<file path="config.mk">
export PLATFORM = sky130hd
export DESIGN_NAME = instr_boot_loader
export DESIGN_NICKNAME = d
export VERILOG_FILES = /design/src/rtl/instr_boot_loader.sv
export SDC_FILE = /design/constraint.sdc
export NUM_CORES = 1
export LEC_CHECK = 0
export ABC_AREA = 0
export CORE_UTILIZATION = 55
export CTS_CLUSTER_DIAMETER = 120
export DETAILED_ROUTE_END_ITERATION = 12
export PLACE_DENSITY = 0.91
export SYNTH_ARGS = -nofsm -noshare
export SYNTH_HDL_FRONTEND = slang
export SYNTH_SLANG_ARGS = --single-unit
</file>
<file path="constraint.sdc">
create_clock -name clk -period 4.7 [get_ports clk]
set_input_delay 0.94 -clock clk [delete_from_list [all_inputs] [get_ports clk]]
set_output_delay 0.94 -clock clk [all_outputs]
set_load 0.02 [all_outputs]
</file>
<file path="src/rtl/instr_boot_loader.sv">
// instr_boot_loader: byte-stream program loader for the pipeline's instruction memory.
// Receives a 16-bit little-endian word count followed by little-endian 32-bit words.
// Each word is written into IM through load_we/load_addr/load_instr. The core is held
// frozen (load_enable) while a load is in progress.
// Optional feature: define INSTR_LOADER_CHECKSUM_EN to require a trailing XOR checksum byte.
module instr_boot_loader #(
    parameter int unsigned       ADDR_W    = 64,
    parameter logic [ADDR_W-1:0] BASE_ADDR = '0,
    parameter int unsigned       MAX_WORDS = 256,
    parameter int unsigned       TIMEOUT   = 1000000
) (
    input  logic              clk,
    input  logic              rst_n,        // active-high synchronous reset
    input  logic              start,
    input  logic              s_valid,
    input  logic [7:0]        s_data,
    output logic              s_ready,
    output logic              load_enable,
    output logic              load_we,
    output logic [ADDR_W-1:0] load_addr,
    output logic [31:0]       load_instr,
    output logic              done,
    output logic              error
);

    localparam logic [2:0] S_IDLE = 3'd0;
    localparam logic [2:0] S_HDR0 = 3'd1;
    localparam logic [2:0] S_HDR1 = 3'd2;
    localparam logic [2:0] S_DATA = 3'd3;
`ifdef INSTR_LOADER_CHECKSUM_EN
    localparam logic [2:0] S_CHK  = 3'd4;
    // The last data word hands over to the checksum byte.
    localparam logic [2:0] S_TAIL = S_CHK;
`else
    localparam logic [2:0] S_TAIL = 3'd5;
`endif
    localparam logic [2:0] S_DONE = 3'd5;
    localparam logic [2:0] S_ERR  = 3'd6;

    logic [2:0]  state;
    logic [1:0]  byte_cnt;     // byte position inside the current word
    logic [15:0] word_cnt;     // words already written
    logic [15:0] word_total;   // N from the header
    logic [31:0] to_cnt;       // idle cycles while a byte is awaited
    logic [7:0]  hdr_lo;
    logic [23:0] sr;           // b2,b1,b0 of the word being assembled
`ifdef INSTR_LOADER_CHECKSUM_EN
    logic [7:0]  csum;
`endif

    logic        busy;
    logic        accept;
    logic [15:0] hdr_n;
    logic        word_last;

    // Decode the load-in-progress states and the byte handshake.
    always_comb begin
        busy = 1'b0;
        case (state)
            S_HDR0, S_HDR1, S_DATA: busy = 1'b1;
`ifdef INSTR_LOADER_CHECKSUM_EN
            S_CHK:                  busy = 1'b1;
`endif
            default:                busy = 1'b0;
        endcase
        // The write cycle stalls the stream, capping throughput at 4 bytes per 5 cycles.
        s_ready     = busy & ~load_we;
        load_enable = busy;
        done        = (state == S_DONE);
        error       = (state == S_ERR);
        accept      = s_valid & s_ready;
        hdr_n       = {s_data, hdr_lo};
        word_last   = ((word_cnt + 16'd1) == word_total);
    end

    // Load sequencer: header parse, word assembly, IM write strobe, timeout and checksum.
    always_ff @(posedge clk) begin
        if (rst_n) begin
            state      <= S_IDLE;
            byte_cnt   <= '0;
            word_cnt   <= '0;
            word_total <= '0;
            to_cnt     <= '0;
            hdr_lo     <= '0;
            sr         <= '0;
            load_we    <= 1'b0;
            load_addr  <= BASE_ADDR;
            load_instr <= '0;
`ifdef INSTR_LOADER_CHECKSUM_EN
            csum       <= '0;
`endif
        end else begin
            load_we <= 1'b0;
            if (!busy) begin
                // IDLE, DONE, ERROR: only start matters; stream bytes are ignored.
                if (start) begin
                    state     <= S_HDR0;
                    byte_cnt  <= '0;
                    word_cnt  <= '0;
                    to_cnt    <= '0;
                    load_addr <= BASE_ADDR;
`ifdef INSTR_LOADER_CHECKSUM_EN
                    csum      <= '0;
`endif
                end
            end else begin
                if (accept) begin
                    to_cnt <= '0;
`ifdef INSTR_LOADER_CHECKSUM_EN
                    csum   <= csum ^ s_data;
`endif
                end else if (s_ready) begin
                    to_cnt <= to_cnt + 32'd1;
                    if ((TIMEOUT != 0) && ((to_cnt + 32'd1) == TIMEOUT))
                        state <= S_ERR;
                end

                case (state)
                    S_HDR0: begin
                        if (accept) begin
                            hdr_lo <= s_data;
                            state  <= S_HDR1;
                        end
                    end
                    S_HDR1: begin
                        if (accept) begin
                            word_total <= hdr_n;
                            if (hdr_n == 16'd0)
                                state <= S_DONE;
                            else if ({16'd0, hdr_n} > MAX_WORDS)
                                state <= S_ERR;
                            else
                                state <= S_DATA;
                        end
                    end
                    S_DATA: begin
                        if (load_we) begin
                            // Write cycle: advance to the next IM slot.
                            load_addr <= load_addr + ADDR_W'(4);
                            word_cnt  <= word_cnt + 16'd1;
                            if (word_last)
                                state <= S_TAIL;
                        end else if (accept) begin
                            byte_cnt <= byte_cnt + 2'd1;
                            sr       <= {s_data, sr[23:8]};
                            if (byte_cnt == 2'd3) begin
                                load_we    <= 1'b1;
                                load_instr <= {s_data, sr};
                            end
                        end
                    end
`ifdef INSTR_LOADER_CHECKSUM_EN
                    S_CHK: begin
                        if (accept)
                            state <= (s_data == csum) ? S_DONE : S_ERR;
                    end
`endif
                    default: ;
                endcase
            end
        end
    end

endmodule

</file>
After elaboration in Yosys (flattened, before gate mapping)
Index checks and enable logic that the tools add are counted.
W data, S select, Z words.

word-level totals
  bits in registers = 198
  input bits = 12
  output and inout port bits = 101
  word-level logic and storage cells = 76

operators by class
  add/sub/neg operators = 4
  $lt $le $gt $ge = 1
  eq/ne operators = 13
  mux-type cells = 31
  bitwise operators = 6
  reduce and logical (&&, ||, !) cells = 11

operator list
  kind                     number
  $mux W64                 4
  $mux W32                 4
  $add A64 B3 Y64 const B  1
  $mux W16                 4
  $mux W3                  11
  $add A32 B1 Y32 const B  1
  $eq A32 B20 Y1 const B   1
  $add A16 B1 Y16 const B  1
  $eq A16 B16 Y1           1
  $gt A16 B9 Y1 const B    1
  $logic_not A16 Y1        1
  $mux W2                  5
  $pmux W3 S3              1
  $reduce_and A3 Y1        3
  $reduce_and A4 Y1        2
  $eq A3 B2 Y1 const B     2
  $eq A3 B3 Y1 const B     2
  $ne A2 B1 Y1 const B     3
  $reduce_and A5 Y1        1
  $reduce_or A5 Y1         1
  $not A1 Y1               4
  $eq A3 B1 Y1 const B     1
  $ne A3 B2 Y1 const B     1
  $reduce_or A3 Y1         1
  7 further kinds          9

Longest topological paths before layout
  depth in word-level cells = 10
  gate-level depth with buffers = 11
  mapped depth without buffers = 8

Worst setup path before layout
OpenSTA, ideal clock, no wires.

  path kind = reg2reg
  from = reg word_cnt[0]
  to = reg state[2]
  library setup time = 0.074 ns
  arrival time = 2.394 ns
  data required time = 4.626 ns
  setup slack = 2.232 ns
  stages on the path, launching flop included = 9
  buffers on the path = 0
  clock period less this slack = 2.468 ns
  cells stage by stage = dfxtp_1 > ha_1 > nand3_1 > nor3_1 > xnor2_1 > nand2_1 > or4_1 > or3_1 > a31oi_1

on the way
  longest elaborated chain between the ends = 6

ends and longest elaborated chain
  item                      RTL line  text
  start: declaration        42        logic [15:0] word_cnt;
  start signal: assignment  140       word_cnt <= word_cnt + 16'd1;
  $add A16 B1 Y16           73        word_last = ((word_cnt + 16'd1) == word_total);
  $eq A16 B16 Y1            73
  $mux W3                   141       if (word_last)
  $mux W3                   137       if (load_we) begin
  $pmux W3 S3               118       case (state)
  $mux W3                   94        if (!busy) begin
  end signal: assignment    97        state <= S_HDR0;
  end signal: assignment    122       state <= S_HDR1;
  end signal: assignment    142       state <= S_TAIL;
  end: declaration          40        logic [2:0] state;

Every way passes these cells.
A chain may end at the register's enable or synchronous reset.

Final worst setup path
  from = in start
  to = reg load_addr[50]

on the way
  longest elaborated chain between the ends = 2

ends and longest elaborated chain
  item                          RTL line  text
  start: declaration            14        input logic start,
  $reduce_bool A2 Y1 (no line)  n/a
  $reduce_and A3 Y1 (no line)   n/a
  end signal: assignment        139       load_addr <= load_addr + ADDR_W'(4);
  end: declaration              20        output logic [ADDR_W-1:0] load_addr,

Every way passes these cells.

==> impl_metrics.toml <==
[synth]
syn_area_mm2 = 0.00924
seq_area_frac_synth = 0.425
synth.distinct_cells = 65
syn_avg_cell_area_um2 = 8.11
async_flop_share = 0
ys_ff_latch = 196
synth_top_family_by_area = "simple AND/OR/NAND/NOR gates"
synthSimpleGateAreaFrac = 0.293
syn_inst = 1140
synthMuxAreaShare = 0.0292
synth_edf_count = 0
synthAdderAreaFrac = 0.00542
synth_xor_area_frac = 0.107
yosys_most_used_dff = "dfxtp_1"
synth-compound-area-share = 0.0992
yosysWarnings = 0

[floorplanning]
dieArea_mm2 = 0.0173
start_util = 0.561
die_w_um = 132
core_mm2 = 0.0165
ioPinCount = 113
rows = 47
die_y_um = 132

[setup_path]
path_class = "in -> reg"
critPathMaxFanout = 21
crit_path_end_kind = "register"
cp.depth = 9
r2r_cells = 8
critPathTopFamily = "simple AND/OR/NAND/NOR gates"
cpPeakStageDelay_ns = 0.61
crit_arrival_ns = 3.60
critPathBufInv = 3
required_ns = 5.01
worstSetupStartpointType = "input pin"
crit_chain = "clkdlybuf4s50_1 -> inv_1 -> o21ai_2 -> buf_4 -> and3_1 -> nand4_2 -> nor4_1 -> xnor2_1 -> nor2_1"
slowest_stage = "clkdlybuf4s50_1"

[clock_network]
post_cts_buffers = 0
clk_latency_ns = 0.44
htree_levels = 4
path_clk_slew_ns = 0.08
clock-sinks = 196
cts-root-buf = "clkbuf_16"
cts_buffers = 17
tritoncts = "yes"
holdBufCountCts = 0
cts_resized = 0
clock_path_buffers = 2

[global_routing]
grt_antenna_before_repair = 0
grt_pass1_vias = 7684
grt.overflow.total = 0
grt_usage = 0.255
grt_start_max_net_pins = 110
grt_pass1_wl_mm = 36.5

[cells_and_area]
mostFrequentLayoutCell = "dfxtp_1"
num_antenna_cells = 0
drive_gt1_frac = 0.0533
layout_common_cells = "dfxtp_1 (196), nand2_1 (176), nor2_1 (157)"
syn_to_final_growth_pct = 18.9
fin_area_mm2 = 0.0110
nets = 1222

[routing]
detail-route-antenna-nets = 0
wl_per_cell_um = 15.3
drc = 0
first_pass_iters = 5
drt_wl_total_mm = 22.0
dr_total_vias = 8426
via_per_inst = 5.86
initialDrtViolationCount = 616

[sta]
tightest_slew_ns = 1.15
relSlewSlack = 0.234
fin_setup_tns_ns = 0
grt_setup_unrepaired = "false"
max_clock_freq_mhz = 303
period_minus_slack_ns = 3.30
post-route-period-util = 0.702
hold_viol_final = 0
setup_viol = 0
skew_ns = 0.00970
drv_slew = 0

[place]
routabilityCongestion = 0.929
dpl.hpwl_mm = 14.4
dpl_cell_area_mm2 = 0.0104
io_buffers = 110

[worst_hold_path]
hold_depth = 2
hp-class = "reg -> reg"

[power_and_ir_drop]
leakagePower_nw = 3.65
switching_share = 0.257
power_mw = 3.40
ir_worst_vdd_uv = 292
p_int_mw = 2.53
seqPwrFrac = 0.497
switchingPower_mw = 0.876
cellPowerDensity_mw_per_mm2 = 310
combPwrFrac = 0.058
pwr-share-clk = 0.444

[flow_run]
maxCapViolCount = 0

[run_status]
status = "finished clean"
-- flip-flops by register name (all words and copies together), names as in the netlist --
| name | cells |
|---|---|
| state | 3 |
| hdr_lo | 8 |
| load_we | 1 |
| word_total | 16 |
| load_instr | 32 |
| to_cnt | 32 |
| sr | 24 |
| load_addr | 62 |
| byte_cnt | 2 |
| word_cnt | 16 |
-- stage by stage --
| step | std cells | utilization | hold slack [ns] | setup slack [ns] |
|---|---|---|---|---|
| 3_3_place_gp | 1407 | 0.630 | 0.442 | 1.10 |
| 6_report | 1439 | 0.667 | 0.460 | 1.40 |
| 2_1_floorplan | 1141 | - | 0.432 | 2.23 |
| 5_1_grt | 1439 | 0.667 | 0.485 | 1.12 |
| 4_1_cts | 1439 | 0.667 | 0.462 | 1.44 |
| 3_5_place_dp | 1407 | 0.630 | 0.447 | 1.02 |
-- cells in the mapped netlist (all sizes together) (3+ instances only) --
| cell type | number | area share |
|---|---|---|
| a211oi | 5 | 0.0046 |
| a21oi | 88 | 0.048 |
| a22oi | 4 | 0.0032 |
| a311oi | 5 | 0.0047 |
| a31oi | 6 | 0.0041 |
| and2 | 9 | 0.0062 |
| and3 | 23 | 0.016 |
| and4 | 16 | 0.015 |
| buf | 23 | 0.014 |
| clkbuf | 49 | 0.020 |
| dfxtp | 196 | 0.42 |
| ha | 4 | 0.0054 |
| inv | 18 | 0.0073 |
| mux2i | 27 | 0.029 |
| nand2 | 176 | 0.071 |
| nand2b | 4 | 0.0027 |
| nand3 | 44 | 0.024 |
| nand4 | 34 | 0.027 |
| nor2 | 157 | 0.064 |
| nor3 | 36 | 0.021 |
| nor3b | 3 | 0.0024 |
| nor4 | 25 | 0.021 |
| nor4b | 3 | 0.0028 |
| o211ai | 4 | 0.0032 |
| o21ai | 24 | 0.013 |
| o22ai | 4 | 0.0027 |
| or2 | 3 | 0.0020 |
| or3 | 12 | 0.0081 |
| or4 | 4 | 0.0037 |
| xnor2 | 64 | 0.061 |
| xor2 | 49 | 0.046 |
-- metal layers --
metal	vias up	share of wire	GRT usage
met5	-	0	0
met4	0	0.024	0.112
met3	48	0.061	0.0417
met2	337	0.48	0.419
met1	3994	0.43	0.329
li1	4047	-	-
-- cell families after synthesis --
kind of cell / after synthesis
compound gates: 155
xor+xnor: 113
fa+ha+maj: 4
buf+inv: 90
flops: 196
mux: 27
other cells: 1
simple gates: 554
-- power by group through the flow --
stage	combinational [mW]	sequential (mW)	clock, mW
after CTS	0.197	1.69	1.52
after global placement	0.191	1.73	0
final	0.199	1.69	1.51
after detailed placement	0.194	1.73	0
after floorplan	0.147	1.72	0
after global routing	0.217	1.69	1.59
-- worst register-to-register path, cell delays in order (launching register included) --
cell and delay (ns):
dfxtp_1 0.62, nand4b_4 0.38, o21ai_2 0.13, buf_4 0.25
and3_1 0.35, nand4_2 0.47, nor4_1 0.50, xnor2_1 0.17
nor2_1 0.06
-- path summary, 6_finish.rpt --
kind                      start            end  slack [ns]
setup reg to reg       state[0]  load_addr[50]        1.64
hold / removal    load_instr[3]  load_instr[3]        0.46
setup / recovery          start  load_addr[50]        1.40
hold reg to reg   load_instr[3]  load_instr[3]        0.46
-- final cells by class --
class / instances / area, um2
tap: 220 / 275
clock buffer: 18 / 439
timing repair buffer: 118 / 1160
sequential: 196 / 3920
multi-input combinational: 855 / 4950
clock inverter: 14 / 180
fill: 1268 / 5480
inverter: 18 / 67.6
No activity file was read; power rests on OpenSTA's default activity.
